==> config.mk <==
export PLATFORM = sky130hd
export DESIGN_NAME = memory_access_arbiter
export DESIGN_NICKNAME = d
export VERILOG_FILES = /design/src/rtl/memory_map_pkg.sv /design/src/rtl/memory_region_decode.sv /design/src/rtl/memory_access_arbiter.sv
export SDC_FILE = /design/constraint.sdc
export NUM_CORES = 1
export LEC_CHECK = 0
export ABC_CLOCK_PERIOD_IN_PS = 4450
export BUFFER_PORTS_ARGS = -buffer_cell sky130_fd_sc_hd__clkbuf_2
export CAP_MARGIN = 20
export CORE_AREA = 2 2 126 128
export CTS_CLUSTER_SIZE = 16
export DETAILED_ROUTE_END_ITERATION = 8
export DIE_AREA = 0 0 128 130
export PLACE_DENSITY_LB_ADDON = 0.12
export SLEW_MARGIN = 20
export SYNTH_ARGS = -nofsm -noshare
export SYNTH_HDL_FRONTEND = slang
export SYNTH_HIERARCHICAL = 1
export SYNTH_SLANG_ARGS = --single-unit
==> constraint.sdc <==
create_clock -name clock -period 4.45 [get_ports clock]
set_input_delay 0.445 -clock clock [delete_from_list [all_inputs] [get_ports clock]]
set_output_delay 0.445 -clock clock [all_outputs]
set_load 0.02 [all_outputs]
==> src/rtl/memory_map_pkg.sv <==
// Shared address-map constants, arbiter state encoding and requester port ids.
// Pure declarations: no logic, no latency, no flow control.
package memory_map_pkg;

    localparam int DEFAULT_DATA_WIDTH            = 32;
    localparam int DEFAULT_MEMORY_ADDRESS_WIDTH  = 13;
    localparam int DEFAULT_STORAGE_ADDRESS_WIDTH = 15;
    localparam int DEFAULT_STORAGE_LATENCY       = 4;

    localparam logic [31:0] MEMORY_END    = (32'd1 << DEFAULT_MEMORY_ADDRESS_WIDTH) - 32'd1;
    localparam logic [31:0] STORAGE_START = MEMORY_END + 32'd1;
    localparam logic [31:0] STORAGE_END   = STORAGE_START + (32'd1 << DEFAULT_STORAGE_ADDRESS_WIDTH) - 32'd1;

    typedef enum logic [2:0] {
        IDLE   = 3'd0,
        ACCESS = 3'd1,
        WAIT   = 3'd2,
        ERROR  = 3'd3,
        DONE   = 3'd4
    } state_t;

    typedef enum logic {
        FETCH = 1'b0,
        DATA  = 1'b1
    } port_t;

endpackage

==> src/rtl/memory_region_decode.sv <==
// Combinational address decode into memory / storage / out-of-map, with device-local addresses.
// Zero latency; no flow control.
module memory_region_decode
    import memory_map_pkg::*;
#(
    parameter int DATA_WIDTH            = DEFAULT_DATA_WIDTH,
    parameter int MEMORY_ADDRESS_WIDTH  = DEFAULT_MEMORY_ADDRESS_WIDTH,
    parameter int STORAGE_ADDRESS_WIDTH = DEFAULT_STORAGE_ADDRESS_WIDTH
) (
    input  logic [DATA_WIDTH-1:0]            address,
    output logic                             is_memory,
    output logic                             is_storage,
    output logic                             is_error,
    output logic [MEMORY_ADDRESS_WIDTH-1:0]  memory_address,
    output logic [STORAGE_ADDRESS_WIDTH-1:0] storage_address
);

    // One extra bit keeps the region limits from overflowing the address width.
    localparam logic [DATA_WIDTH:0] STORAGE_BASE  = (DATA_WIDTH+1)'(1) << MEMORY_ADDRESS_WIDTH;
    localparam logic [DATA_WIDTH:0] STORAGE_LIMIT = STORAGE_BASE
                                                  + ((DATA_WIDTH+1)'(1) << STORAGE_ADDRESS_WIDTH)
                                                  - (DATA_WIDTH+1)'(1);

    logic [DATA_WIDTH:0] address_ext;

    assign address_ext     = {1'b0, address};
    assign is_memory       = address_ext < STORAGE_BASE;
    assign is_storage      = !is_memory && (address_ext <= STORAGE_LIMIT);
    assign is_error        = !is_memory && !is_storage;
    assign memory_address  = address[MEMORY_ADDRESS_WIDTH-1:0];
    assign storage_address = address[STORAGE_ADDRESS_WIDTH-1:0] - STORAGE_BASE[STORAGE_ADDRESS_WIDTH-1:0];

endmodule

==> src/rtl/memory_access_arbiter.sv <==
// Round-robin arbiter sharing RAM and fixed-latency storage between fetch and data ports.
// Done at T+3 (memory), T+2+STORAGE_LATENCY (storage), T+2 (error); one transaction in flight, losers wait.
module memory_access_arbiter
    import memory_map_pkg::*;
#(
    parameter int DATA_WIDTH            = DEFAULT_DATA_WIDTH,
    parameter int MEMORY_ADDRESS_WIDTH  = DEFAULT_MEMORY_ADDRESS_WIDTH,
    parameter int STORAGE_ADDRESS_WIDTH = DEFAULT_STORAGE_ADDRESS_WIDTH,
    parameter int STORAGE_LATENCY       = DEFAULT_STORAGE_LATENCY
) (
    input  logic                             clock,
    input  logic                             reset,
    input  logic                             fetch_request,
    input  logic [DATA_WIDTH-1:0]            fetch_address,
    output logic                             fetch_done,
    output logic                             fetch_error,
    output logic [DATA_WIDTH-1:0]            fetch_data,
    input  logic                             data_request,
    input  logic                             data_write,
    input  logic [DATA_WIDTH-1:0]            data_address,
    input  logic [DATA_WIDTH-1:0]            data_write_data,
    output logic                             data_done,
    output logic                             data_error,
    output logic [DATA_WIDTH-1:0]            data_read_data,
    output logic [MEMORY_ADDRESS_WIDTH-1:0]  memory_address,
    output logic                             memory_write_enable,
    output logic [DATA_WIDTH-1:0]            memory_write_data,
    input  logic [DATA_WIDTH-1:0]            memory_read_data,
    output logic [STORAGE_ADDRESS_WIDTH-1:0] storage_address,
    output logic                             storage_enable,
    output logic                             storage_write_enable,
    output logic [DATA_WIDTH-1:0]            storage_write_data,
    input  logic [DATA_WIDTH-1:0]            storage_read_data
);

    localparam int COUNT_WIDTH = (STORAGE_LATENCY > 1) ? $clog2(STORAGE_LATENCY + 1) : 1;

    state_t                     state;
    state_t                     state_next;
    port_t                      pointer;
    port_t                      winner;
    port_t                      granted_port;
    logic                       grant_valid;
    logic                       granted_write;
    logic                       granted_storage;
    logic                       granted_error;
    logic [COUNT_WIDTH-1:0]     count;
    logic [DATA_WIDTH-1:0]      result;
    logic [DATA_WIDTH-1:0]      decode_address;

    logic                             dec_is_memory;
    logic                             dec_is_storage;
    logic                             dec_is_error;
    logic [MEMORY_ADDRESS_WIDTH-1:0]  dec_memory_address;
    logic [STORAGE_ADDRESS_WIDTH-1:0] dec_storage_address;

    // A lone requester wins outright; the pointer only breaks ties.
    always_comb begin
        grant_valid = fetch_request || data_request;
        winner      = pointer;
        if (fetch_request && !data_request) begin
            winner = FETCH;
        end else if (data_request && !fetch_request) begin
            winner = DATA;
        end
    end

    assign decode_address = (winner == DATA) ? data_address : fetch_address;

    memory_region_decode #(
        .DATA_WIDTH            (DATA_WIDTH),
        .MEMORY_ADDRESS_WIDTH  (MEMORY_ADDRESS_WIDTH),
        .STORAGE_ADDRESS_WIDTH (STORAGE_ADDRESS_WIDTH)
    ) u_decode (
        .address         (decode_address),
        .is_memory       (dec_is_memory),
        .is_storage      (dec_is_storage),
        .is_error        (dec_is_error),
        .memory_address  (dec_memory_address),
        .storage_address (dec_storage_address)
    );

    always_comb begin
        state_next = state;
        case (state)
            IDLE:    if (grant_valid) state_next = dec_is_error ? ERROR : ACCESS;
            ACCESS:  state_next = WAIT;
            WAIT:    if (count == '0) state_next = DONE;
            ERROR:   state_next = DONE;
            DONE:    state_next = IDLE;
            default: state_next = IDLE;
        endcase
    end

    always_ff @(posedge clock or negedge reset) begin
        if (!reset) begin
            state              <= IDLE;
            pointer            <= DATA;
            granted_port       <= FETCH;
            granted_write      <= 1'b0;
            granted_storage    <= 1'b0;
            granted_error      <= 1'b0;
            count              <= '0;
            result             <= '0;
            memory_address     <= '0;
            memory_write_data  <= '0;
            storage_address    <= '0;
            storage_write_data <= '0;
        end else begin
            state <= state_next;
            case (state)
                IDLE: begin
                    if (grant_valid) begin
                        granted_port    <= winner;
                        pointer         <= (winner == DATA) ? FETCH : DATA;
                        granted_write   <= (winner == DATA) && data_write;
                        granted_storage <= dec_is_storage;
                        granted_error   <= dec_is_error;
                        if (dec_is_memory) begin
                            memory_address <= dec_memory_address;
                            if (winner == DATA) memory_write_data <= data_write_data;
                        end
                        if (dec_is_storage) begin
                            storage_address <= dec_storage_address;
                            if (winner == DATA) storage_write_data <= data_write_data;
                        end
                    end
                end
                ACCESS: begin
                    count <= granted_storage ? COUNT_WIDTH'(STORAGE_LATENCY - 1) : '0;
                end
                WAIT: begin
                    if (count == '0) begin
                        if (granted_write)        result <= '0;
                        else if (granted_storage) result <= storage_read_data;
                        else                      result <= memory_read_data;
                    end else begin
                        count <= count - COUNT_WIDTH'(1);
                    end
                end
                ERROR: begin
                    result <= '0;
                end
                default: ;
            endcase
        end
    end

    assign memory_write_enable  = (state == ACCESS) && !granted_storage && granted_write;
    assign storage_enable       = (state == ACCESS) && granted_storage;
    assign storage_write_enable = storage_enable && granted_write;

    assign fetch_done     = (state == DONE) && (granted_port == FETCH);
    assign fetch_error    = fetch_done && granted_error;
    assign fetch_data     = fetch_done ? result : '0;
    assign data_done      = (state == DONE) && (granted_port == DATA);
    assign data_error     = data_done && granted_error;
    assign data_read_data = data_done ? result : '0;

endmodule

# --- Word level (Yosys, flattened, before mapping) ---
# Cells that the tools add are included.
word_totals:
  ff_bits: 135
classes:
  muxes: 17
  eq_ne: 7
  magnitude_cmp: 2
  bitwise_logic: 1
  add_sub_neg: 2
  n_reduce_logical: 31
op_table:
  columns: ["op", "count"]
  rows:
  - ["$mux 32", 6]
  - ["$pmux 32 s2", 1]
  - ["$le 32x16->1 const B", 1]
  - ["$lt 32x14->1 const B", 1]
  - ["$sub 15x14->15 const B", 1]
  - ["$logic_and 1x1->1", 13]
  - ["$pmux 3 s4", 1]
  - ["$mux 3", 3]
  - ["$reduce_and 2->1", 4]
  - ["$reduce_and 4->1", 2]
  - ["$eq 3x2->1 const B", 2]
  - ["$logic_not 3->1", 2]
  - ["$ne 2x2->1 const B", 3]
  - ["$pmux 3 s2", 1]
  - ["$reduce_and 3->1", 2]
  - ["$logic_not 1->1", 5]
  - ["$mux 2", 2]
  - ["$reduce_bool 2->1", 2]
  - ["$eq 3x1->1 const B", 1]
  - ["$eq 3x3->1 const B", 1]
  - ["$mux 1", 3]
  - ["$sub 3x1->3 const B", 1]
  - ["$logic_or 1x1->1", 1]
  - ["$not 1->1", 1]

# --- Longest topological paths before layout ---
# Gate-level depths: netlist of run 1.
logic_depth:
  word_depth: 13
  depth_mapped: 11

# --- By module ---
# The synthesis of run 1 kept the hierarchy.
by_module_without_submodules:
  columns: ["mod", "n_inst", "area_each_um2", "cells_each", "seq_area_each_um2"]
  rows:
  - ["memory_access_arbiter", 1, 6369.9, 479, 3379.5]
  - ["memory_region_decode", 1, 299.0, 40, 0.0]

# --- Worst setup path before layout of run 1 ---
# Ideal clock, no wire load.
synth_timing:
  path_kind: "input to register"
  start: "input port fetch_request"
  end: "register memory_write_data[28]"
  slack_ps: 1616
  required_ps: 4325
  setup_time_ps: 125
  path_buffers: 2
  cell_stages: 11
  t_arrival_ps: 2709
  path_cell_list: "inv_1 > maj3_1 > buf_2 > mux2_2 > nor4_2 > nand4_1 > nor2_1 > nand2_1 > nor3_4 > buf_6 > mux2_2"
synth_via:
  elab_chain_len: 7
  word_cells_on_any_way: 9
  cone_classes: "1 x order compare; 3 x mux; 5 x reduce/logical"
synth_lines:
  columns: ["element", "line_no", "rtl"]
  rows:
  - ["start: declaration", "memory_access_arbiter.sv:13", "input logic fetch_request,"]
  - ["$logic_not 1->1", "memory_access_arbiter.sv:63", "end else if (data_request && !fetch_request) begin"]
  - ["$logic_and 1x1->1", "memory_access_arbiter.sv:63", null]
  - ["$mux 1", "memory_access_arbiter.sv:63", null]
  - ["$mux 1 (*)", "memory_access_arbiter.sv:61", "if (fetch_request && !data_request) begin"]
  - ["$mux 32 (*)", "memory_access_arbiter.sv:68", "assign decode_address = (winner == DATA) ? data_address : fetch_address;"]
  - ["named net decode_address[29]", "memory_access_arbiter.sv:49", "logic [DATA_WIDTH-1:0] decode_address;"]
  - ["$lt 32x14->1 (*)", "memory_region_decode.sv:27", "assign is_memory = address_ext < STORAGE_BASE;"]
  - ["named net dec_is_memory", "memory_access_arbiter.sv:51", "logic dec_is_memory;"]
  - ["$reduce_and 4->1 (no line) (*)", null, null]
  - ["end signal: assignment", "memory_access_arbiter.sv:121", "if (winner == DATA) memory_write_data <= data_write_data;"]
  - ["end: declaration", "memory_access_arbiter.sv:27", "output logic [DATA_WIDTH-1:0] memory_write_data,"]
# Mark *: on every way through the listed nets, which the timed path passes. The rest lies on a longest branch.
# A chain may end at the register's enable or synchronous reset.

# --- Final worst setup path of run 1 ---
layout_timing:
  start: "register pointer"
  end: "register memory_address[5]"
layout_via:
  elab_chain_len: 5
layout_lines:
  columns: ["element", "line_no", "rtl"]
  rows:
  - ["start: declaration", "memory_access_arbiter.sv:40", "port_t pointer;"]
  - ["start signal: assignment", "memory_access_arbiter.sv:115", "pointer <= (winner == DATA) ? FETCH : DATA;"]
  - ["$mux 1", "memory_access_arbiter.sv:63", null]
  - ["$mux 1", "memory_access_arbiter.sv:61", null]
  - ["$mux 32", "memory_access_arbiter.sv:68", null]
  - ["named net decode_address[29]", "memory_access_arbiter.sv:49", null]
  - ["$lt 32x14->1", "memory_region_decode.sv:27", null]
  - ["named net dec_is_memory", "memory_access_arbiter.sv:51", null]
  - ["$reduce_and 3->1 (no line)", null, null]
  - ["end signal: assignment", "memory_access_arbiter.sv:120", "memory_address <= dec_memory_address;"]
  - ["end: declaration", "memory_access_arbiter.sv:25", "output logic [MEMORY_ADDRESS_WIDTH-1:0] memory_address,"]
# The timed path passes the listed nets, and every way through them passes these cells.

==> impl_summary.txt, run 1 <==
----------------------------------------------------
[Run status]
  Status ... complete, no violations

[Synthesis]
  Yosys warnings ... 6
  Fraction of post-synthesis cell area in the top cell type by area ... 0.503
  Synthesized net count ... 686
  Yosys top cell by area ... sky130_fd_sc_hd__dfrtp_1
  Post-Synthesis Cells ... 519
  Sequential element share of the synthesized area ... 0.507
  Most instantiated cells after synthesis ... sky130_fd_sc_hd__dfrtp_1, sky130_fd_sc_hd__mux2_2, sky130_fd_sc_hd__and2_1
  Unique masters post-synth ... 42
  Cell types occupying the most area after synthesis ... sky130_fd_sc_hd__dfrtp_1, sky130_fd_sc_hd__mux2_2, sky130_fd_sc_hd__and2_1, sky130_fd_sc_hd__mux2i_1, sky130_fd_sc_hd__o2bb2ai_1
  Mean instance size in the synthesized netlist ... 12.8 um2
  Commonest register cell after synthesis ... sky130_fd_sc_hd__dfrtp_1
  Share of synthesized flip-flops with an asynchronous set or reset ... 1.00
  Cell area after technology mapping ... 6670 um2
  Most repeated cell in the gate-level netlist after synthesis ... sky130_fd_sc_hd__dfrtp_1
  EDFF count, synth ... 0
  Number of synthesized register bits ... 135

[STA]
  Final setup violation count ... 0
  Total Negative Setup Slacks ... 0 ps
  Minimum setup slack in the final design ... 878 ps
  Post-route fraction of the period consumed by the critical path ... 0.803
  Min Hold Slack ... 140 ps
  Number of hold violations in the final report ... 0
  Tightest Pin Transition ... 1010 ps
  Number of max-slew violations in the final report ... 0
  Relative max-transition margin ... 0.327
  Setup repair after global routing missed its margin ... no
  Timing-limited maximum frequency ... 280 MHz
  Maximum clock skew at final layout ... 6.26 ps
  Final Critical Period ... 3570 ps

[Global routing]
  Number of antenna violations at the first check in global routing ... 0
  Pin count of the biggest net entering global routing ... 101
  All-layer global routing usage ... 0.202
  Global-route wire length before repair ... 25900 um
  Total congestion overflow ... 0
  Vias in the first global route ... 5194

[Power]
  Switching share of total power ... 0.285
  Sequential fraction of design power ... 0.416
  Switching power ... 0.00107 W
  Combinational group share of total power ... 0.209
  Power density over cell area ... 423 nW/um2
  Clk network pwr share ... 0.376
  Pleak ... 4.74 nW
  Pint ... 0.00267 W
  Largest voltage drop on the vdd net ... 218 uV
  Total power ... 0.00373 W

[Layout]
  Count of non-filler cells in the finished layout ... 1018
  Fill count ... 1310
  Ratio of cells with drive above 1 in the final layout ... 0.588
  Area occupied by registers ... 3380 um2
  Area Growth Syn to Fin ... 32.4%
  Total Nets Final ... 981
  Multi-input gate area in the final layout ... 2900 um2
  Antenna diodes ... 0

[Place]
  Worst slack at placement ... 796 ps
  Cell Count Post-Placement ... 987
  Number of buffers inserted by port buffering ... 327
  HPWL after detailed placement ... 12600 um
  RePlAce Congestion ... 0.810

[Worst hold path]
  Hold Crit Class ... input port to asynchronous set/reset pin

[CTS]
  H-tree depth ... 4
  CTS tree ... done
  Post-cts hold buffer count ... 0
  Skew-Pair Late Insertion Delay ... 420 ps
  Maximum buffer depth of the clock tree ... 2
  Setup fix buffers added after clock tree synthesis ... 0
  Clock buffers created by TritonCTS ... 17
  Number of gates resized after cts ... 0
  CTS sink cnt ... 135
  CTS root buffer ... sky130_fd_sc_hd__clkbuf_16
  CTS clock-pin slew for the worst setup and hold paths ... 60 ps

[Critical path]
  R2r endpoint ... memory_address[5]$_DFFE_PN0P_
  Sort of element at the start of the critical path ... flop
  Critical setup path kind ... flop to flop
  Crit Path Max Fanout ... 20
  Required @ worst endpoint ... 4750 ps
  FF-to-FF setup slack ... 880 ps
  Startpoint of the most critical register-to-register path ... pointer$_DFFE_PN1P_
  Crit path DAT ... 3870 ps
  Nature of the critical path endpoint ... flop
  Path depth of the worst reg2reg path ... 8

[Floorplanning]
  Placement Rows ... 46
  Initial standard-cell utilization of the core ... 0.432
  Core area ... 15400 um2
  Die span in x ... 128 um
  # IOs ... 328
  Die Height ... 130 um
  Die outline area ... 16600 um2

[Detailed routing]
  Total via count in the routed design ... 5069
  Post-detailed-route DRC marker count ... 0
  Routed len/inst ... 16.5 um
  Total routed wirelength ... 16800 um
  Post-DRT Antenna Nets ... 0
  Detail-routed via count per cell ... 4.98
  Detailed Route Iter0 Violations ... 148
  Detailed-routing iteration count for the pre-antenna-repair pass ... 4

[Job]
  MaxCap Viol Count ... 0

----------------------------------------------------
[per-stage QoR]
step	cell area, um2	utilization
after floorplan	6670	-
after global placement	8240	0.534
after detailed placement	8240	0.534
after CTS	8830	0.572
after global routing	8830	0.573
final	8830	0.573
[registers in the layout (all words and copies together), names as in the netlist]
register	count
memory_write_data	32
state	3
granted_storage	1
storage_address	15
result	32
memory_address	13
storage_write_data	32
granted_port	1
granted_error	1
count	3
granted_write	1
pointer	1
[layout make-up]
type | count | area share
Clock buffer | 25 | 0.0572
Clock inverter | 6 | 0.0101
Inverter | 7 | 0.00297
Multi-Input combinational cell | 319 | 0.328
Sequential cell | 135 | 0.383
Tap cell | 192 | 0.0272
Timing Repair Buffer | 334 | 0.192
[routing by layer]
layer | share of wire | GRT usage | up-vias
li1 | - | - | 2393
met1 | 0.39 | 0.227 | 2449
met2 | 0.51 | 0.352 | 200
met3 | 0.081 | 0.0705 | 27
met4 | 0.021 | 0.0821 | 0
met5 | 0 | 0 | -
[logic make-up (layout without fill, tap and decap cells)]
family / count (synthesis) / in the layout / share of synthesized area
flops: 135 / 135 / 0.507
fa+ha+maj: 3 / 3 / 0.00525
xor+xnor: 1 / 1 / 0.00131
simple gates: 108 / 108 / 0.107
buf+inv: 65 / 372 / 0.0610
compound gates: 50 / 50 / 0.0597
mux: 157 / 157 / 0.259
[how the worst max path moves through the flow]
| stage | startpoint | end | slack [ps] | cells past startpoint |
|---|---|---|---|---|
| 5_1_grt | pointer$_DFFE_PN1P_ | memory_address[0]$_DFFE_PN0P_ | 630 | 8 |
| 3_5_place_dp | data_request | memory_write_data[2]$_DFFE_PN0P_ | 800 | 10 |
| 4_1_cts | pointer$_DFFE_PN1P_ | memory_write_data[2]$_DFFE_PN0P_ | 880 | 9 |
| 3_3_place_gp | data_request | memory_write_data[14]$_DFFE_PN0P_ | 910 | 10 |
| 2_1_floorplan | fetch_request | memory_write_data[28]$_DFFE_PN0P_ | 1620 | 11 |
| 6_report | pointer$_DFFE_PN1P_ | memory_address[5]$_DFFE_PN0P_ | 880 | 8 |
[cells in the final DEF (no fill, tap or decap), types with 3 or more instances in the layout]
cell type | Yosys | final
sky130_fd_sc_hd__clkbuf_2 | 0 | 326
sky130_fd_sc_hd__dfrtp_1 | 134 | 133
sky130_fd_sc_hd__mux2_2 | 109 | 109
sky130_fd_sc_hd__and2_1 | 68 | 68
sky130_fd_sc_hd__mux2i_1 | 32 | 32
sky130_fd_sc_hd__o2bb2ai_1 | 32 | 32
sky130_fd_sc_hd__clkbuf_16 | 0 | 17
sky130_fd_sc_hd__mux2_1 | 16 | 16
sky130_fd_sc_hd__inv_1 | 7 | 7
sky130_fd_sc_hd__buf_4 | 27 | 7
sky130_fd_sc_hd__nor2_1 | 5 | 5
sky130_fd_sc_hd__o21ai_0 | 5 | 5
sky130_fd_sc_hd__clkbuf_8 | 0 | 5
sky130_fd_sc_hd__nor4_2 | 4 | 4
sky130_fd_sc_hd__nor2b_1 | 3 | 3
sky130_fd_sc_hd__or3_1 | 3 | 3
sky130_fd_sc_hd__nand2b_1 | 3 | 3
sky130_fd_sc_hd__a21oi_1 | 3 | 3
sky130_fd_sc_hd__nand3_1 | 3 | 3
sky130_fd_sc_hd__clkbuf_1 | 14 | 3
[worst max-delay path, stage by stage, from the launching register on]
cell	delay [ps]
sky130_fd_sc_hd__dfstp_2	540
sky130_fd_sc_hd__maj3_1	730
sky130_fd_sc_hd__mux2_2	420
sky130_fd_sc_hd__nor4_2	350
sky130_fd_sc_hd__nand4_1	160
sky130_fd_sc_hd__nor2_1	160
sky130_fd_sc_hd__o21ai_0	120
sky130_fd_sc_hd__nor2_2	550
sky130_fd_sc_hd__mux2_2	410
[power groups by stage]
stage	registers (W)	clock network [W]	logic [W]
2_1_floorplan	0.00150	0	0.000643
3_3_place_gp	0.00157	0	0.000755
3_5_place_dp	0.00157	0	0.000784
4_1_cts	0.00155	0.00143	0.000790
5_1_grt	0.00158	0.00149	0.000868
6_report	0.00155	0.00140	0.000779
Power figures use the tool's default switching activity.
==> inputs of run 2 (changes only) <==
--- a/config.mk
+++ b/config.mk
@@ -5,7 +5,7 @@
 export SDC_FILE = /design/constraint.sdc
 export NUM_CORES = 1
 export LEC_CHECK = 0
-export ABC_CLOCK_PERIOD_IN_PS = 4450
+export ABC_CLOCK_PERIOD_IN_PS = 3350
 export BUFFER_PORTS_ARGS = -buffer_cell sky130_fd_sc_hd__clkbuf_2
 export CAP_MARGIN = 20
 export CORE_AREA = 2 2 126 128
==> constraint.sdc (replaced) <==
create_clock -name clock -period 3.35 [get_ports clock]
set_input_delay 0.335 -clock clock [delete_from_list [all_inputs] [get_ports clock]]
set_output_delay 0.335 -clock clock [all_outputs]
set_load 0.02 [all_outputs]
==> run 2 against run 1 <==
  * Cell count increased by 0.39%
  * Hold slack improved by 2.3 ps
  * Sequential power increased by 33%
  * Maximum frequency increased by 14%
  * Critical path depth increased by 2
  * Critical endpoint is now memory_write_data[9]$_DFFE_PN0P_
  * Highest routed layer unchanged
==> impl_summary.txt, run 2 (synthesis gave the netlist of run 1 again) <==
----------------------------------------------------
[Global routing]
  Global-route wire length before repair ... 25900 um (about the same)
  Pin count of the biggest net entering global routing ... 75 (-26%)
  Total congestion overflow ... 0 (unchanged)
  Number of antenna violations at the first check in global routing ... 0 (unchanged)
  All-layer global routing usage ... 0.201 (-0.000568)
  Vias in the first global route ... 5142 (-1.0%)

[Critical path]
  Nature of the critical path endpoint ... flop
  Crit path DAT ... 3420 ps (-450 ps)
  Startpoint of the most critical register-to-register path ... pointer$_DFFE_PN1P_
  Crit-path slowest cell ... sky130_fd_sc_hd__dfstp_2
  Max incr delay on CP ... 540 ps (-190 ps)
  Cell-by-cell trace of the critical path ... maj3_1 -> buf_4 -> mux2_2 -> nor4_2 -> nand4_1 -> nor2_1 -> nand2_1 -> nor3_4 -> buf_12 -> mux2_1
  Crit-path leading delay family ... simple AND/OR/NAND/NOR gates
  Required @ worst endpoint ... 3650 ps (-1100 ps)
  Sort of element at the start of the critical path ... flop
  Crit Path Max Fanout ... 32 (+60%)
  Count of buffer and inverter cells on the critical path ... 2 (+2)
  Critical setup path kind ... flop to flop
  Critical path startpoint ... pointer$_DFFE_PN1P_

[Place]
  HPWL after detailed placement ... 12800 um (+1.7%)
  Total cell area at the placement stage ... 8290 um2 (+0.64%)
  Worst slack at placement ... 209 ps (-588 ps)
  RePlAce Congestion ... 0.838 (+3.4%)
  Number of buffers inserted by port buffering ... 327 (unchanged)

[Layout]
  Most common cell after layout, fill and taps aside ... sky130_fd_sc_hd__clkbuf_2
  Post-route design area ... 8950 um2 (+1.3%)
  Area Growth Syn to Fin ... 34.1%
  Ratio of cells with drive above 1 in the final layout ... 0.593 (+0.00439)
  Most frequent cells in the layout ... sky130_fd_sc_hd__clkbuf_2, sky130_fd_sc_hd__dfrtp_1, sky130_fd_sc_hd__mux2_2, sky130_fd_sc_hd__and2_1
  Antenna diodes ... 0 (unchanged)
  Largest registers ... memory_write_data x32, result x32, storage_write_data x32
  Area occupied by registers ... 3380 um2 (unchanged)
  Total Nets Final ... 984 (+0.31%)
  Core Util, Final ... 0.580 (+0.00738)
  Fill count ... 1307 (-0.23%)
  Multi-input gate area in the final layout ... 2900 um2 (unchanged)

[STA]
  Post-route fraction of the period consumed by the critical path ... 0.932 (+0.130)
  Total Negative Setup Slacks ... 0 ps (unchanged)
  Relative max-transition margin ... 0.385 (+0.0583)
  Timing-limited maximum frequency ... 320 MHz (+14%)
  Number of hold violations in the final report ... 0 (unchanged)
  Tightest Pin Transition ... 923 ps (-87.5 ps)
  Setup repair after global routing missed its margin ... no
  Final setup violation count ... 0 (unchanged)
  Maximum clock skew at final layout ... 9.84 ps (+3.59 ps)
  Final Critical Period ... 3120 ps (-448 ps)
  Minimum setup slack in the final design ... 226 ps (-652 ps)
  Number of max-slew violations in the final report ... 0 (unchanged)

[Floorplanning]
  Die span in x ... 128 um (unchanged)
  Die Height ... 130 um (unchanged)
  Placement Rows ... 46 (unchanged)
  Core area ... 15400 um2 (unchanged)
  # IOs ... 328 (unchanged)
  Die outline area ... 16600 um2 (unchanged)
  Initial standard-cell utilization of the core ... 0.432 (unchanged)

[CTS]
  CTS sink cnt ... 135 (unchanged)
  CTS root buffer ... sky130_fd_sc_hd__clkbuf_16
  CTS clock-pin slew for the worst setup and hold paths ... 60 ps (about the same)
  H-tree depth ... 4 (unchanged)
  Number of gates resized after cts ... 0 (unchanged)
  Clock buffers created by TritonCTS ... 17 (unchanged)
  Setup fix buffers added after clock tree synthesis ... 0 (unchanged)
  CTS tree ... done
  Skew-Pair Late Insertion Delay ... 420 ps (about the same)
  Maximum buffer depth of the clock tree ... 2 (unchanged)

[Run status]
  Status ... complete, no violations

[Power]
  Pleak ... 4.79 nW (+1.0%)
  Power density over cell area ... 570 nW/um2 (+35%)
  Total power ... 0.00510 W (+37%)
  Largest voltage drop on the vdd net ... 313 uV (+44%)

[Detailed routing]
  Detailed Route Iter0 Violations ... 126 (-15%)
  Total via count in the routed design ... 5117 (+0.95%)
  Post-DRT Antenna Nets ... 0 (unchanged)
  Detailed-routing iteration count for the pre-antenna-repair pass ... 4 (unchanged)
  Total routed wirelength ... 16900 um (+0.34%)
  Post-detailed-route DRC marker count ... 0 (unchanged)
  Detail-routed via count per cell ... 5.01 (+0.55%)
  Routed len/inst ... 16.5 um (about the same)

[Worst hold path]
  Worst hold path startpoint ... data_write_data[13]
  Hold Crit Class ... input port to flop

[Job]
  MaxCap Viol Count ... 0 (unchanged)

----------------------------------------------------
==> run 2: path summary, 6_finish.rpt <==
path	to	slack, ps	cells after the start
min	memory_write_data[13]$_DFFE_PN0P_	140	2
min reg2reg	pointer$_DFFE_PN1P_	490	2
max	memory_write_data[9]$_DFFE_PN0P_	230	10
max reg2reg	memory_write_data[9]$_DFFE_PN0P_	230	10
max in group asynchronous	memory_address[9]$_DFFE_PN0P_	2040	3
min in group asynchronous	memory_address[11]$_DFFE_PN0P_	470	2
==> run 2: layout make-up <==
cell class                      instances  share of cell area
Clock inverter                         13              0.0215
Multi-Input combinational cell        319               0.324
Timing Repair Buffer                  337               0.197
Tap cell                              192              0.0269
Sequential cell                       135               0.378
Inverter                                7             0.00294
Clock buffer                           19              0.0506
==> run 2: metal layers <==
metal | GRT usage | up-vias | share of wire
met5 | 0 | - | 0
met4 | 0.0808 | 0 | 0.020
met3 | 0.0701 | 29 | 0.079
met2 | 0.353 | 194 | 0.51
met1 | 0.225 | 2474 | 0.39
li1 | - | 2420 | -
==> run 2: timing repair <==
item                                    CTS  global route
endpoints found under the setup margin    0             0
hold buffers                              1             0
endpoints found under the hold margin    60             0
==> run 2: stage by stage <==
stage / hold WS (ps) / std cells
2_1_floorplan: 39.4 / 519
3_3_place_gp: 350 / 989
3_5_place_dp: 365 / 989
4_1_cts: 126 / 1022
5_1_grt: 139 / 1022
6_report: 142 / 1022
==> run 2: power breakdown <==
part	switching (W)	leakage [nW]	internal [W]
logic	0.000547	2.64	0.000491
clock network	0.000705	0.311	0.00129
registers	0.000201	1.84	0.00186
total	0.00145	4.79	0.00365
